`config.mk`:
```
export PLATFORM = sky130hd
export DESIGN_NAME = mpu_dispatch_flat
export DESIGN_NICKNAME = d
export VERILOG_FILES = /design/src/rtl/mpu_dispatch_if.sv /design/src/rtl/mpu_dispatch.sv /design/src/flat_wrapper.sv
export SDC_FILE = /design/constraint.sdc
export NUM_CORES = 1
export LEC_CHECK = 0
export BUFFER_PORTS_ARGS = -buffer_cell sky130_fd_sc_hd__buf_2
export CAP_MARGIN = 20
export CORE_ASPECT_RATIO = 0.5
export CORE_MARGIN = 1.5
export CORE_UTILIZATION = 40
export DETAILED_ROUTE_END_ITERATION = 10
export PLACE_DENSITY = 0.6
export REMOVE_ABC_BUFFERS = 1
export SLEW_MARGIN = 20
export SYNTH_ARGS = -nofsm -noshare
export SYNTH_HDL_FRONTEND = slang
export SYNTH_SLANG_ARGS = --single-unit
```
`constraint.sdc`:
```
create_clock -name clk -period 4.6 [get_ports clk]
set_input_delay 0.23 -clock clk [delete_from_list [all_inputs] [get_ports clk]]
set_output_delay 0.23 -clock clk [all_outputs]
set_load 0.02 [all_outputs]
```
`src/rtl/mpu_dispatch_if.sv`:
```
// Command bus into the MPU dispatcher: valid/ready handshake plus the command fields.
interface mpu_dispatch_if #(
  parameter int unsigned RW = 2,
  parameter int unsigned MW = 4,
  parameter int unsigned NW = 4
);
  logic          cmd_valid_in;
  logic          cmd_ready_out;
  logic [1:0]    cmd_op_in;
  logic [RW-1:0] cmd_dst_in;
  logic [RW-1:0] cmd_src1_in;
  logic [RW-1:0] cmd_src2_in;
  logic [MW-1:0] cmd_m_in;
  logic [NW-1:0] cmd_n_in;

  modport master (
    output cmd_valid_in, cmd_op_in, cmd_dst_in, cmd_src1_in, cmd_src2_in, cmd_m_in, cmd_n_in,
    input  cmd_ready_out
  );

  modport slave (
    input  cmd_valid_in, cmd_op_in, cmd_dst_in, cmd_src1_in, cmd_src2_in, cmd_m_in, cmd_n_in,
    output cmd_ready_out
  );
endinterface

```
`src/rtl/mpu_dispatch.sv`:
```
// In-order LOAD/STORE/MULT scheduler for the matrix processing unit, with a command FIFO
// and a per-register validity/dimension table that screens commands before issue.
module mpu_dispatch #(
  parameter int unsigned NUM_REGS   = 4,
  parameter int unsigned FIFO_DEPTH = 4,
  parameter int unsigned MBITS      = 3,
  parameter int unsigned NBITS      = 3,
  localparam int unsigned RW = (NUM_REGS > 1) ? $clog2(NUM_REGS) : 1,
  localparam int unsigned MW = MBITS + 1,
  localparam int unsigned NW = NBITS + 1
) (
  input  logic          clk,
  input  logic          rst,
  mpu_dispatch_if.slave cmd,
  output logic          load_en_out,
  output logic [RW-1:0] load_addr_out,
  output logic [MW-1:0] load_m_out,
  output logic [NW-1:0] load_n_out,
  input  logic          load_done_in,
  output logic          store_en_out,
  output logic [RW-1:0] store_addr_out,
  output logic          mult_en_out,
  output logic [RW-1:0] mult_dst_out,
  output logic [RW-1:0] mult_src1_out,
  output logic [RW-1:0] mult_src2_out,
  input  logic          mult_done_in,
  output logic          busy_out,
  output logic          error_out,
  output logic [1:0]    err_code_out
);
  localparam int unsigned AW   = $clog2(FIFO_DEPTH);
  localparam int unsigned CNTW = AW + 1;
  localparam int unsigned CW   = MW + NW;
  localparam logic [1:0] OP_LOAD = 2'd1, OP_STORE = 2'd2, OP_MULT = 2'd3;

  typedef struct packed {
    logic [1:0]    op;
    logic [RW-1:0] dst;
    logic [RW-1:0] src1;
    logic [RW-1:0] src2;
    logic [MW-1:0] m;
    logic [NW-1:0] n;
  } cmd_t;

  typedef enum logic [2:0] {S_IDLE, S_DECODE, S_LOAD_WAIT, S_STORE_RUN, S_MULT_WAIT} state_t;

  cmd_t              mem [FIFO_DEPTH];
  logic [AW-1:0]     wr_ptr_q, rd_ptr_q;
  logic [CNTW-1:0]   count_q, count_d;
  logic              ready_q, push, pop;
  cmd_t              cmd_in, cmd_q, cmd_d;
  state_t            state_q, state_d;
  logic [CW-1:0]     cnt_q, cnt_d;
  logic [NUM_REGS-1:0] valid_q;
  logic [MW-1:0]     dim_m_q [NUM_REGS];
  logic [NW-1:0]     dim_n_q [NUM_REGS];

  logic              load_en_d, store_en_d, mult_en_d;
  logic [RW-1:0]     load_addr_d, store_addr_d, mult_dst_d, mult_src1_d, mult_src2_d;
  logic [MW-1:0]     load_m_d;
  logic [NW-1:0]     load_n_d;
  logic              err_set, tbl_we;
  logic [1:0]        err_val;
  logic [MW-1:0]     tbl_m;
  logic [NW-1:0]     tbl_n;

  assign cmd_in = '{op: cmd.cmd_op_in, dst: cmd.cmd_dst_in, src1: cmd.cmd_src1_in,
                    src2: cmd.cmd_src2_in, m: cmd.cmd_m_in, n: cmd.cmd_n_in};
  assign push = cmd.cmd_valid_in && ready_q;
  assign cmd.cmd_ready_out = ready_q;

  // FIFO occupancy; a pop only frees a slot from the next cycle on
  always_comb begin
    count_d = count_q;
    if (push && !pop)      count_d = count_q + CNTW'(1);
    else if (pop && !push) count_d = count_q - CNTW'(1);
  end

  always_ff @(posedge clk) begin
    if (push) mem[wr_ptr_q] <= cmd_in;
  end

  // Next-state and next-output logic
  always_comb begin
    state_d      = state_q;
    cmd_d        = cmd_q;
    cnt_d        = cnt_q;
    pop          = 1'b0;
    load_en_d    = 1'b0;
    store_en_d   = 1'b0;
    mult_en_d    = 1'b0;
    load_addr_d  = load_addr_out;
    load_m_d     = load_m_out;
    load_n_d     = load_n_out;
    store_addr_d = store_addr_out;
    mult_dst_d   = mult_dst_out;
    mult_src1_d  = mult_src1_out;
    mult_src2_d  = mult_src2_out;
    err_set      = 1'b0;
    err_val      = 2'd0;
    tbl_we       = 1'b0;
    tbl_m        = cmd_q.m;
    tbl_n        = cmd_q.n;
    case (state_q)
      S_IDLE: begin
        if (count_q != '0) begin
          pop     = 1'b1;
          cmd_d   = mem[rd_ptr_q];
          state_d = S_DECODE;
        end
      end
      S_DECODE: begin
        state_d = S_IDLE;
        case (cmd_q.op)
          OP_LOAD: begin
            if (cmd_q.m == '0 || cmd_q.n == '0) begin
              err_set = 1'b1;
              err_val = 2'd3;
            end else begin
              load_en_d   = 1'b1;
              load_addr_d = cmd_q.dst;
              load_m_d    = cmd_q.m;
              load_n_d    = cmd_q.n;
              state_d     = S_LOAD_WAIT;
            end
          end
          OP_STORE: begin
            if (!valid_q[cmd_q.src1]) begin
              err_set = 1'b1;
              err_val = 2'd1;
            end else begin
              cnt_d        = CW'(dim_m_q[cmd_q.src1]) * CW'(dim_n_q[cmd_q.src1]);
              store_en_d   = 1'b1;
              store_addr_d = cmd_q.src1;
              state_d      = S_STORE_RUN;
            end
          end
          OP_MULT: begin
            if (!valid_q[cmd_q.src1] || !valid_q[cmd_q.src2]) begin
              err_set = 1'b1;
              err_val = 2'd1;
            end else if (CW'(dim_n_q[cmd_q.src1]) != CW'(dim_m_q[cmd_q.src2])) begin
              err_set = 1'b1;
              err_val = 2'd2;
            end else begin
              mult_en_d   = 1'b1;
              mult_dst_d  = cmd_q.dst;
              mult_src1_d = cmd_q.src1;
              mult_src2_d = cmd_q.src2;
              state_d     = S_MULT_WAIT;
            end
          end
          default: ;
        endcase
      end
      S_LOAD_WAIT: begin
        if (load_done_in) begin
          tbl_we  = 1'b1;
          state_d = S_IDLE;
        end
      end
      S_STORE_RUN: begin
        cnt_d = cnt_q - CW'(1);
        if (cnt_q <= CW'(1)) state_d = S_IDLE;
        else                 store_en_d = 1'b1;
      end
      S_MULT_WAIT: begin
        if (mult_done_in) begin
          tbl_we  = 1'b1;
          tbl_m   = dim_m_q[cmd_q.src1];
          tbl_n   = dim_n_q[cmd_q.src2];
          state_d = S_IDLE;
        end
      end
      default: state_d = S_IDLE;
    endcase
  end

  // Register table: dims are only meaningful where the valid bit is set
  always_ff @(posedge clk) begin
    if (tbl_we) begin
      dim_m_q[cmd_q.dst] <= tbl_m;
      dim_n_q[cmd_q.dst] <= tbl_n;
    end
  end

  always_ff @(posedge clk) begin
    if (!rst) begin
      state_q        <= S_IDLE;
      cmd_q          <= '0;
      cnt_q          <= '0;
      wr_ptr_q       <= '0;
      rd_ptr_q       <= '0;
      count_q        <= '0;
      ready_q        <= 1'b1;
      valid_q        <= '0;
      load_en_out    <= 1'b0;
      load_addr_out  <= '0;
      load_m_out     <= '0;
      load_n_out     <= '0;
      store_en_out   <= 1'b0;
      store_addr_out <= '0;
      mult_en_out    <= 1'b0;
      mult_dst_out   <= '0;
      mult_src1_out  <= '0;
      mult_src2_out  <= '0;
      busy_out       <= 1'b0;
      error_out      <= 1'b0;
      err_code_out   <= 2'd0;
    end else begin
      state_q        <= state_d;
      cmd_q          <= cmd_d;
      cnt_q          <= cnt_d;
      if (push) wr_ptr_q <= wr_ptr_q + AW'(1);
      if (pop)  rd_ptr_q <= rd_ptr_q + AW'(1);
      count_q        <= count_d;
      ready_q        <= (count_d != CNTW'(FIFO_DEPTH));
      if (tbl_we) valid_q[cmd_q.dst] <= 1'b1;
      load_en_out    <= load_en_d;
      load_addr_out  <= load_addr_d;
      load_m_out     <= load_m_d;
      load_n_out     <= load_n_d;
      store_en_out   <= store_en_d;
      store_addr_out <= store_addr_d;
      mult_en_out    <= mult_en_d;
      mult_dst_out   <= mult_dst_d;
      mult_src1_out  <= mult_src1_d;
      mult_src2_out  <= mult_src2_d;
      busy_out       <= (state_d != S_IDLE) || (count_d != '0);
      if (err_set) begin
        error_out <= 1'b1;
        if (!error_out) err_code_out <= err_val;
      end
    end
  end
endmodule
```
`src/flat_wrapper.sv`:
```
// flat-port wrapper written by rule: the top's interface ports become plain ports
module mpu_dispatch_flat 
#(
  parameter int unsigned NUM_REGS   = 4,
  parameter int unsigned FIFO_DEPTH = 4,
  parameter int unsigned MBITS      = 3,
  parameter int unsigned NBITS      = 3,
  localparam int unsigned RW = (NUM_REGS > 1) ? $clog2(NUM_REGS) : 1,
  localparam int unsigned MW = MBITS + 1,
  localparam int unsigned NW = NBITS + 1
)
  (clk, rst, load_en_out, load_addr_out, load_m_out, load_n_out, load_done_in, store_en_out, store_addr_out, mult_en_out, mult_dst_out, mult_src1_out, mult_src2_out, mult_done_in, busy_out, error_out, err_code_out, cmd_cmd_valid_in, cmd_cmd_op_in, cmd_cmd_dst_in, cmd_cmd_src1_in, cmd_cmd_src2_in, cmd_cmd_m_in, cmd_cmd_n_in, cmd_cmd_ready_out);
  mpu_dispatch_if cmd_i ();
  input  logic clk;
  input  logic rst;
  output logic load_en_out;
  output logic [RW-1:0] load_addr_out;
  output logic [MW-1:0] load_m_out;
  output logic [NW-1:0] load_n_out;
  input  logic load_done_in;
  output logic store_en_out;
  output logic [RW-1:0] store_addr_out;
  output logic mult_en_out;
  output logic [RW-1:0] mult_dst_out;
  output logic [RW-1:0] mult_src1_out;
  output logic [RW-1:0] mult_src2_out;
  input  logic mult_done_in;
  output logic busy_out;
  output logic error_out;
  output logic [1:0] err_code_out;
  input wire logic [$bits(cmd_i.cmd_valid_in)-1:0] cmd_cmd_valid_in;
  input wire logic [$bits(cmd_i.cmd_op_in)-1:0] cmd_cmd_op_in;
  input wire logic [$bits(cmd_i.cmd_dst_in)-1:0] cmd_cmd_dst_in;
  input wire logic [$bits(cmd_i.cmd_src1_in)-1:0] cmd_cmd_src1_in;
  input wire logic [$bits(cmd_i.cmd_src2_in)-1:0] cmd_cmd_src2_in;
  input wire logic [$bits(cmd_i.cmd_m_in)-1:0] cmd_cmd_m_in;
  input wire logic [$bits(cmd_i.cmd_n_in)-1:0] cmd_cmd_n_in;
  output wire logic [$bits(cmd_i.cmd_ready_out)-1:0] cmd_cmd_ready_out;
  assign cmd_i.cmd_valid_in = cmd_cmd_valid_in;
  assign cmd_i.cmd_op_in = cmd_cmd_op_in;
  assign cmd_i.cmd_dst_in = cmd_cmd_dst_in;
  assign cmd_i.cmd_src1_in = cmd_cmd_src1_in;
  assign cmd_i.cmd_src2_in = cmd_cmd_src2_in;
  assign cmd_i.cmd_m_in = cmd_cmd_m_in;
  assign cmd_i.cmd_n_in = cmd_cmd_n_in;
  assign cmd_cmd_ready_out = cmd_i.cmd_ready_out;
  mpu_dispatch #(.NUM_REGS(NUM_REGS), .FIFO_DEPTH(FIFO_DEPTH), .MBITS(MBITS), .NBITS(NBITS)) u_core (.clk(clk), .rst(rst), .cmd(cmd_i), .load_en_out(load_en_out), .load_addr_out(load_addr_out), .load_m_out(load_m_out), .load_n_out(load_n_out), .load_done_in(load_done_in), .store_en_out(store_en_out), .store_addr_out(store_addr_out), .mult_en_out(mult_en_out), .mult_dst_out(mult_dst_out), .mult_src1_out(mult_src1_out), .mult_src2_out(mult_src2_out), .mult_done_in(mult_done_in), .busy_out(busy_out), .error_out(error_out), .err_code_out(err_code_out));
endmodule
```
==> key figures <==
Outcome
  • Outcome: completed

Worst setup path
  • Max Fanout on Critical Path: 10
  • Crit path capture type: flop
  • WS Path Type: flop to flop
  • RR Startpoint: u_core.cmd_q[10]$_SDFFE_PN0P_
  • Worst R2R End: u_core.cnt_q[7]$_SDFFE_PN0P_
  • Worst Path Required: 4.88 ns
  • R2R depth: 12
  • Crit path capture: u_core.cnt_q[7]$_SDFFE_PN0P_
  • Internal reg-to-reg setup slack: 0.71 ns
  • Critical path origin: u_core.cmd_q[10]$_SDFFE_PN0P_
  • Worst EP arrival: 4.17 ns
  • Crit start category: flop

Power
  • Int Power: 3.19 mW
  • Leakage: 3.01 nW
  • Clock power frac: 0.304
  • Pwr dens: 589 nW/um^2
  • Reg power frac: 0.407
  • Logic pwr share: 0.290
  • Sw Ratio: 0.334
  • Sw power: 1.60 mW
  • Maximum vdd ir drop: 0.264 mV

Flow run
  • # Max-Cap Violations: 0

Die
  • Die X: 191 um
  • Starting Density: 0.408
  • FP Rows: 34
  • IO Count: 47
  • Die area: 18600 um^2
  • Chip height: 97.1 um
  • Total core area: 17400 um^2

STA
  • Slew Viols, Final: 0
  • Slew of the pin with the lowest slew margin: 1.06 ns
  • Setup_tns: 0 ns
  • Worst slew margin: 0.283
  • Final hold vios: 0
  • Period utilisation layout: 0.846
  • Layout Skew: 0.0123 ns
  • Max Fclk: 257 MHz
  • Final min period: 3.89 ns
  • Final setup viols: 0
  • RSZ-0062 raised after global routing: no

Route
  • DRT iter0 DRCs: 266
  • Initial DRT Pass Iterations: 4
  • Final Routed Wirelength: 14100 um
  • Via count: 4257
  • DR WL/cell: 17.2 um
  • Vias per inst: 5.18
  • Residual DRC count: 0
  • Post-route ant nets: 0

Placed design
  • DP Area: 7530 um^2
  • DP HPWL: 9480 um
  • Routability cong.: 0.784
  • IO buf count: 46

Worst hold path
  • Worst hold path class: input pin to flop

Clock network
  • CTS Hold Buffers Added: 0
  • Resize count post-CTS: 0
  • CTS sink count: 160
  • H-tree depth reported by CTS: 4
  • Worst-skew pair later-pin latency: 0.42 ns
  • CTS Buf Count: 17
  • Clk Tree Root Cell: clkbuf_16
  • Post-CTS Setup Repair Bufs: 0
  • CTS Buffer Depth: 2
  • Clock transition at path regs: 0.07 ns
  • CTS tree: yes

Final layout
  • Area delta synth->final: 14.9%
  • Share of cells above drive strength 1: 0.209
  • Diodes inserted: 0
  • Nets: 621
  • Most frequent cells in the layout: edfxtp_1 (96), dfxtp_1 (64), nand2_1 (56)
  • Final instance area: 8140 um^2
  • Most common cell after layout, fill and taps aside: edfxtp_1
  • Footprint of the multi-input gates: 2740 um^2
  • Sequential cell area: 4160 um^2
  • Fillers: 1559

GRT
  • First-pass GRT wire length: 23200 um
  • All-Layer GR Usage: 0.164
  • Residual overflow from global routing: 0
  • Initial antenna violation count: 0
  • Vias in the first global route: 4274
  • Largest net degree at the start of global routing: 57

Logic synthesis
  • Distinct cells, synth: 52
  • Share of the synthesized area in the top cell type: 0.407
  • Mapped Area: 7090 um^2
  • Gate Count Post-Synth: 526
  • Post-synthesis sequential area ratio: 0.588
  • Leading area contributor after synthesis: edfxtp_1
  • Ys async rst share: 0
  • Synthesized flop and latch total: 160
  • Top_reg_cell synth: edfxtp_1
  • Post-synth EDFFs: 96
  • Mapped Avg Cell Area: 13.5 um^2
  • Synth area leaders: edfxtp_1 (41%), dfxtp_1 (18%), mux4_2 (6.0%), mux4_1 (5.6%), ha_1 (3.7%)
  • Yosys warns: 0
-- per-layer routing --
layer	track usage	share of wire
met2	0.251	0.46
met5	0	0
met3	0.0390	0.043
met4	0.0397	0.0069
met1	0.235	0.49
-- cells in the mapped netlist (2+ instances only) --
master     n
mux2i_1   19
clkbuf_1  14
mux4_2    19
xnor2_1    5
nand2_1   56
nor4_1     4
inv_1     13
and3_1     5
edfxtp_1  96
dfxtp_1   64
buf_2      2
mux2_2     9
o21ai_0    9
a31oi_1    4
or4_1      2
buf_6      3
mux4_1    15
nor3b_1    3
nand3_1   11
fa_1       4
o21a_1     2
nor2_1    48
xor2_1     7
a21oi_1   36
ha_1      21
and2_1    15
o22ai_1    2
nor3_1     5
clkbuf_8   3
and2_2     3
nor2b_1    6
-- cell families (layout without fill, tap and decap cells) --
logic type      Yosys count  count (layout)  synth area share
compound gates           63              63            0.0517
xor+xnor                 12              12            0.0148
fa+ha+maj                25              25            0.0484
buf+inv                  37              99            0.0279
flops                   160             160             0.588
mux                      62              62             0.157
simple gates            167             167             0.112
-- worst min-delay path by stage --
stage | startpoint | to | slack [ns] | cells past startpoint
global route | cmd_cmd_src1_in[0] | u_core.mem[1][10]$_DFFE_PP_ | 0.02 | 1
CTS | cmd_cmd_m_in[3] | u_core.mem[3][7]$_DFFE_PP_ | 0.02 | 1
floorplan | rst | u_core.cmd.cmd_ready_out$_SDFF_PN1_ | 0.30 | 1
finish | cmd_cmd_m_in[3] | u_core.mem[3][7]$_DFFE_PP_ | 0.03 | 1
detailed placement | cmd_cmd_m_in[3] | u_core.mem[3][7]$_DFFE_PP_ | 0.45 | 1
global placement | cmd_cmd_n_in[2] | u_core.mem[2][2]$_DFFE_PP_ | 0.45 | 1
-- flip-flops by register name, indices dropped and copies added (netlist names), 2 cells and up --
signal,count
u_core.dim_n_q,16
u_core.err_code_out,2
u_core.valid_q,4
u_core.mult_src1_out,2
u_core.wr_ptr_q,2
u_core.load_n_out,4
u_core.mem,64
u_core.state_q,3
u_core.mult_src2_out,2
u_core.cmd_q,16
u_core.store_addr_out,2
u_core.rd_ptr_q,2
u_core.load_m_out,4
u_core.cnt_q,8
u_core.load_addr_out,2
u_core.dim_m_q,16
u_core.mult_dst_out,2
u_core.count_q,3
-- power by group through the flow --
stage                     Sequential (mW)  Clock, mW  Combinational, mW
after floorplan                      1.93          0               1.02
after global placement               1.98          0               1.38
after detailed placement             1.98          0               1.40
after CTS                            1.95       1.49               1.41
after global routing                 1.98       1.55               1.57
final                                1.95       1.45               1.39
-- final cells by class --
class / count / share of cell area
Clock buffer: 18 / 0.0540
Clock inverter: 14 / 0.0208
Inverter: 13 / 0.00599
Multi-Input combinational cell: 329 / 0.336
Sequential cell: 160 / 0.512
Tap cell: 234 / 0.0360
Timing Repair Buffer: 54 / 0.0357
-- critical path: stages, from the launching register on --
cell and delay, ns:
dfxtp_1 0.63, mux4_1 0.73, nand2_1 0.15, fa_1 0.42, inv_1 0.09, fa_1 0.44, ha_1 0.32, a21o_1 0.17
a21oi_1 0.23, o21bai_1 0.09, a21oi_1 0.19, mux2i_1 0.22, a31oi_1 0.09
-- stage by stage --
step,instances,setup WS [ns],hold slack (ns),utilization,total power [mW]
floorplan,502,0.974,0.302,-,2.95
global placement,790,0.792,0.447,0.434,3.36
detailed placement,790,0.686,0.454,0.434,3.38
CTS,822,0.675,0.0155,0.469,4.85
global route,822,0.334,0.0213,0.469,5.09
finish,822,0.710,0.0308,0.469,4.79
(Power assumes the default switching activity.)
